[config.mk]
export PLATFORM = sky130hd
export DESIGN_NAME = trng_postproc
export DESIGN_NICKNAME = d
export VERILOG_FILES = /design/src/rtl/trng_pkg.sv /design/src/rtl/trng_vn_extractor.sv /design/src/rtl/trng_postproc.sv
export SDC_FILE = /design/constraint.sdc
export NUM_CORES = 1
export LEC_CHECK = 0
export BUFFER_PORTS_ARGS = -buffer_cell sky130_fd_sc_hd__buf_2
export CAP_MARGIN = 20
export CELL_PAD_IN_SITES_DETAIL_PLACEMENT = 1
export CELL_PAD_IN_SITES_GLOBAL_PLACEMENT = 1
export CORE_UTILIZATION = 35
export CTS_BUF_LIST = sky130_fd_sc_hd__clkbuf_4
export DETAILED_ROUTE_END_ITERATION = 16
export PLACE_DENSITY_LB_ADDON = 0.1
export REMOVE_ABC_BUFFERS = 1
export SLEW_MARGIN = 20
export SYNTH_ARGS = -nofsm -noshare
export SYNTH_HDL_FRONTEND = slang
export SYNTH_SLANG_ARGS = --single-unit
[constraint.sdc]
create_clock -name clk -period 1.5 [get_ports clk]
set_clock_uncertainty 0.05 [all_clocks]
set_input_delay 0.3 -clock clk [delete_from_list [all_inputs] [get_ports clk]]
set_output_delay 0.3 -clock clk [all_outputs]
set_load 0.02 [all_outputs]
[src/rtl/trng_pkg.sv]
// Shared types and constants for the TRNG post-processing slice.
package trng_pkg;

   typedef enum logic {
      PAIR_IDLE       = 1'b0,
      PAIR_HAVE_FIRST = 1'b1
   } pair_state_e;

   localparam int unsigned WORD_W_DEF    = 8;
   localparam int unsigned REP_LIMIT_DEF = 32;

   // Bits needed for a counter holding 0 .. n-1.
   function automatic int unsigned cnt_width(input int unsigned n);
      return (n < 2) ? 1 : $clog2(n);
   endfunction

endpackage

[src/rtl/trng_vn_extractor.sv]
// Von Neumann pair extractor: one debiased bit per unequal raw pair.
// vn_bit/vn_valid are registered; vn_bit_d/vn_valid_d are their same-cycle next values.
module trng_vn_extractor
   import trng_pkg::*;
(
   input  logic clk,
   input  logic rst_n,
   input  logic enable,
   input  logic random_bit,
   input  logic random_valid,
   output logic vn_bit,
   output logic vn_valid,
   output logic vn_bit_d,
   output logic vn_valid_d
);

   pair_state_e state_q, state_d;
   logic        first_q, first_d;
   logic        vn_bit_q, vn_valid_q;

   always_comb begin
      state_d    = state_q;
      first_d    = first_q;
      vn_bit_d   = 1'b0;
      vn_valid_d = 1'b0;
      if (!enable) begin
         state_d = PAIR_IDLE;
      end else if (random_valid) begin
         case (state_q)
            PAIR_IDLE: begin
               first_d = random_bit;
               state_d = PAIR_HAVE_FIRST;
            end
            PAIR_HAVE_FIRST: begin
               state_d    = PAIR_IDLE;
               vn_valid_d = first_q ^ random_bit;
               vn_bit_d   = first_q;
            end
            default: state_d = PAIR_IDLE;
         endcase
      end
   end

   always_ff @(posedge clk or negedge rst_n) begin
      if (!rst_n) begin
         state_q    <= PAIR_IDLE;
         first_q    <= 1'b0;
         vn_bit_q   <= 1'b0;
         vn_valid_q <= 1'b0;
      end else begin
         state_q    <= state_d;
         first_q    <= first_d;
         vn_bit_q   <= vn_bit_d;
         vn_valid_q <= vn_valid_d;
      end
   end

   assign vn_bit   = vn_bit_q;
   assign vn_valid = vn_valid_q;

endmodule

[src/rtl/trng_postproc.sv]
// Debiases the raw TRNG stream and packs bits LSB-first into WORD_W-bit words.
// Optional repetition-count health test enabled by defining TRNG_HEALTH_EN.
module trng_postproc
   import trng_pkg::*;
#(
   parameter int unsigned WORD_W    = WORD_W_DEF,
   parameter int unsigned REP_LIMIT = REP_LIMIT_DEF
) (
   input  logic              clk,
   input  logic              rst_n,
   input  logic              enable,
   input  logic              random_bit,
   input  logic              random_valid,
   output logic [WORD_W-1:0] word_out,
   output logic              word_valid,
   input  logic              word_ready,
   output logic              overflow,
   output logic              health_fail
);

   localparam int unsigned CW = cnt_width(WORD_W);

   if (WORD_W < 2 || REP_LIMIT < 2) begin : g_bad_param
      $error("trng_postproc: WORD_W and REP_LIMIT must both be >= 2");
   end

   logic              vn_bit, vn_valid, vn_bit_d, vn_valid_d;
   logic [CW-1:0]     cnt_q, cnt_d;
   logic [WORD_W-2:0] shift_q, shift_d;
   logic [WORD_W-1:0] word_q, word_d;
   logic              valid_q, valid_d, ovf_q, ovf_d;
   logic              word_done, hf_block;

   trng_vn_extractor u_vn (
      .clk          (clk),
      .rst_n        (rst_n),
      .enable       (enable),
      .random_bit   (random_bit),
      .random_valid (random_valid),
      .vn_bit       (vn_bit),
      .vn_valid     (vn_valid),
      .vn_bit_d     (vn_bit_d),
      .vn_valid_d   (vn_valid_d)
   );

   // Bits 0..W-2 pack from the registered extractor output (debiased bits are
   // >=2 cycles apart, so this lag is always absorbed); the final bit is taken
   // from the same-cycle value so the word loads on the completing raw edge.
   always_comb begin
      shift_d = shift_q;
      cnt_d   = cnt_q;
      if (!enable) begin
         shift_d = '0;
         cnt_d   = '0;
      end else if (vn_valid) begin
         for (int unsigned i = 0; i < WORD_W - 1; i++) begin
            if (cnt_q == CW'(i)) shift_d[i] = vn_bit;
         end
         cnt_d = (cnt_q == CW'(WORD_W - 1)) ? '0 : cnt_q + 1'b1;
      end
   end

   assign word_done = vn_valid_d && (cnt_q == CW'(WORD_W - 1));

   always_comb begin
      valid_d = valid_q;
      word_d  = word_q;
      ovf_d   = ovf_q;
      if (word_done && !hf_block) begin
         if (!valid_q || word_ready) begin
            valid_d = 1'b1;
            word_d  = {vn_bit_d, shift_q};
         end else begin
            ovf_d = 1'b1;
         end
      end else if (word_ready) begin
         valid_d = 1'b0;
      end
   end

   always_ff @(posedge clk or negedge rst_n) begin
      if (!rst_n) begin
         cnt_q   <= '0;
         shift_q <= '0;
         word_q  <= '0;
         valid_q <= 1'b0;
         ovf_q   <= 1'b0;
      end else begin
         cnt_q   <= cnt_d;
         shift_q <= shift_d;
         word_q  <= word_d;
         valid_q <= valid_d;
         ovf_q   <= ovf_d;
      end
   end

   assign word_out   = word_q;
   assign word_valid = valid_q;
   assign overflow   = ovf_q;

`ifdef TRNG_HEALTH_EN
   localparam int unsigned RW = cnt_width(REP_LIMIT + 1);

   logic [RW-1:0] run_q, run_d;
   logic          last_q, last_d, hf_q, hf_d;

   always_comb begin
      run_d  = run_q;
      last_d = last_q;
      hf_d   = hf_q;
      if (enable && random_valid) begin
         last_d = random_bit;
         if (run_q != '0 && random_bit == last_q) begin
            if (run_q != RW'(REP_LIMIT)) run_d = run_q + 1'b1;
         end else begin
            run_d = RW'(1);
         end
         if (run_d == RW'(REP_LIMIT)) hf_d = 1'b1;
      end
   end

   always_ff @(posedge clk or negedge rst_n) begin
      if (!rst_n) begin
         run_q  <= '0;
         last_q <= 1'b0;
         hf_q   <= 1'b0;
      end else begin
         run_q  <= run_d;
         last_q <= last_d;
         hf_q   <= hf_d;
      end
   end

   assign hf_block    = hf_q;
   assign health_fail = hf_q;
`else
   assign hf_block    = 1'b0;
   assign health_fail = 1'b0;
`endif

endmodule

==> impl_metrics.ini <==
[global_route]
grt_max_degree = 25
grt_overflow = 0
grt.total_usage_pct = 13.3
grt_pass1_wl_microns = 3390
grt_pass1_vias = 726
antenna_found_initial = 0

[die]
initial_utilization_pct = 36.6
die-width_microns = 58.5
num_io_pins = 17
die-area_sq_um = 3430
die_height_microns = 58.5
core_area_sq_um = 3050
rows = 20

[power_and_ir_drop]
power.leakage_nw = 0.718
total_power_mw = 1.23
max-vdd-ir-drop_mv = 0.451
power_density_nw_per_um2 = 905

[worst_setup_path]
worst_r2r_startpoint = u_vn.first_q
crit_chain = xor2_2 > nand4_4 > mux2_4
worstPathArrival_ps = 1610
worst_setup_path_end_kind = flop
crit_buf_inv = 0
critPathMaxStageDelay_ps = 440
crit_family = flip-flops
crit_type = reg -> reg
regToRegEndpoint = word_out[4]
r2r_cells = 3
cpMaxStageDelayCell = dfrtp_1
required_ps = 1670
r2r_slack_ps = 60
startpoint_type = flop
critPathMaxFanout = 8

[worst_hold_path]
min_path_type = in -> reg
min_from = random_bit
min_to = u_vn.first_q
holdPathStages = 2

[routing]
drc = 0
drt-total-wl_microns = 2020
routed_via_density = 4.60
drtPass1Iterations = 3
drt_iter0_markers = 12
postRouteAntennaNets = 0
dr_total_vias = 713
wire_per_inst_microns = 13.0

[timing]
clock.fmax_ghz = 0.696
timing.final.crit_share_pct = 95.7
min_period_ps = 1440
rsz0062_at_grt = false
worst_pin_slew_ps = 538
maxSlewHeadroom_pct = 64.2
hold_viol = 0
setup_ws_ps = 64.0
setup_viol = 0
drv_slew = 0

[cts]
numCtsBuffers = 3
cts_sinks = 24
clk_path_buf_depth = 2
clk_pin_slew_ps = 140
htreeDepth = 1
cts-root-buf = clkbuf_4
worstSkewPairLatency_ps = 320
cts_tree = yes

[layout]
multi_input_area_sq_um = 514
diodes = 0
area_growth_pct = 21.3
layout-drive-gt1-share_pct = 35.1
fillers = 352
register_area_sq_um = 601
nNetsFinal = 124

[synth]
ys_warn_count = 0
synth-edff-count = 0
synthArstFlopShare_pct = 100
ys.flop_type = dfrtp_1
synth_area_sq_um = 1120
ys_seq_area_share_pct = 53.7
synthTopCellsByArea = dfrtp_1 (54%), mux2_2 (9.1%), ha_1 (6.7%), mux2i_1 (6.3%), nor2b_1 (3.9%)
yosysTopAreaCell = dfrtp_1
ys_seq_elements = 24
synth_cells = 89
syn_avg_cell_area_sq_um = 12.6
synth.distinct_cells = 25
yosysTopAreaCellShare_pct = 53.7

[placement]
port_buffers = 15
dp_slack_ps = -9.42
dp_hpwl_microns = 1430
gp_congestion = 0.697

[job]
drv_cap = 0

[status]
outcome = finished, final reports clean
## what timing repair did
item	CTS	global route
pin swaps	0	0
endpoints found under the setup margin	8	8
hold buffers	1	0
gates resized for setup	1	4
hold endpoints to repair	24	0
setup buffers	0	0
## cells by family (layout without fill, tap and decap cells)
| kind of cell | count (synthesis) | after routing | share of synthesized area [%] |
|---|---|---|---|
| other | 1 | 1 | 0.335 |
| DFF | 24 | 24 | 53.7 |
| and+or+nand+nor | 30 | 30 | 16.7 |
| xor gates and xnor gates | 2 | 2 | 2.24 |
| muxes | 16 | 16 | 15.3 |
| buffers and inverters | 6 | 28 | 2.35 |
| adders and majority gates | 6 | 6 | 6.71 |
| AOI/OAI and AO/OA | 4 | 4 | 2.68 |
## power breakdown
part	switching, mW	total, mW	internal (mW)
Combinational	0.0441	0.0789	0.0348
Sequential	0.0160	0.675	0.659
Clock	0.203	0.473	0.270
Total	0.263	1.23	0.964
## metrics by stage
step | TNS [ps] | cells | util (%) | hold slack [ps] | area [sq um]
final | 0 | 155 | 44.4 | 205 | 1360
after global routing | 0 | 155 | 44.4 | 202 | 1360
after CTS | 0 | 155 | 43.8 | 195 | 1340
after detailed placement | -15.5 | 150 | 41.6 | 272 | 1270
after global placement | 0 | 150 | 41.6 | 268 | 1270
after floorplan | 0 | 86 | - | -45.6 | 1100
## flip-flops by register name, indices dropped and copies added (netlist names)
signal and cells:
cnt_q 3, overflow 1, shift_q 7, u_vn.first_q 1, u_vn.state_q 1, u_vn.vn_bit 1
u_vn.vn_valid 1, word_out 8, word_valid 1
## synthesized netlist by cell type (2+ instances only)
cell       n
ha_1       6
nor2b_1    7
mux2i_1    7
nand2_1    5
nand3_1    5
dfrtp_1   24
nand3b_1   4
mux2_2     9
inv_1      3
and2_2     2
nor2_1     2
and2_1     2
## layout by cell type (no fill, tap or decap), types with 3 or more instances in the layout
master / n
dfrtp_1: 24
buf_2: 15
mux2_2: 7
mux2i_1: 7
nor2b_1: 7
nand3_1: 5
nand2_1: 5
buf_4: 5
nand3b_1: 4
ha_1: 4
inv_1: 3
clkbuf_4: 3
## worst max path at each step
stage                  from           to  slack [ps]  depth (start not counted)
2_1_floorplan      cnt_q[0]  word_out[0]          20                          4
3_3_place_gp       cnt_q[1]  word_out[0]          20                          4
3_5_place_dp       cnt_q[0]  word_out[4]          -9                          4
4_1_cts            cnt_q[0]  word_out[4]          10                          4
5_1_grt        u_vn.first_q  word_out[4]          20                          3
6_report       u_vn.first_q  word_out[4]          60                          3
## per-layer routing
layer | track usage, % | share of wire [%] | wire length (microns) | vias to the layer above
met5 | 0 | 0 | 0 | -
met4 | 5.10 | 1.5 | 31 | 0
li1 | - | - | - | 338
met1 | 16.3 | 48 | 962 | 359
met3 | 1.98 | 2.3 | 47 | 4
met2 | 23.5 | 48 | 978 | 12
## layout make-up
class | count | area share (%)
Clock buffer | 3 | 1.66
Clock inverter | 1 | 2.21
Sequential cell | 24 | 44.3
Tap cell | 44 | 4.06
Multi-Input combinational cell | 59 | 37.9
Inverter | 3 | 0.830
Timing Repair Buffer | 21 | 9.04
(Power assumes the default switching activity.)
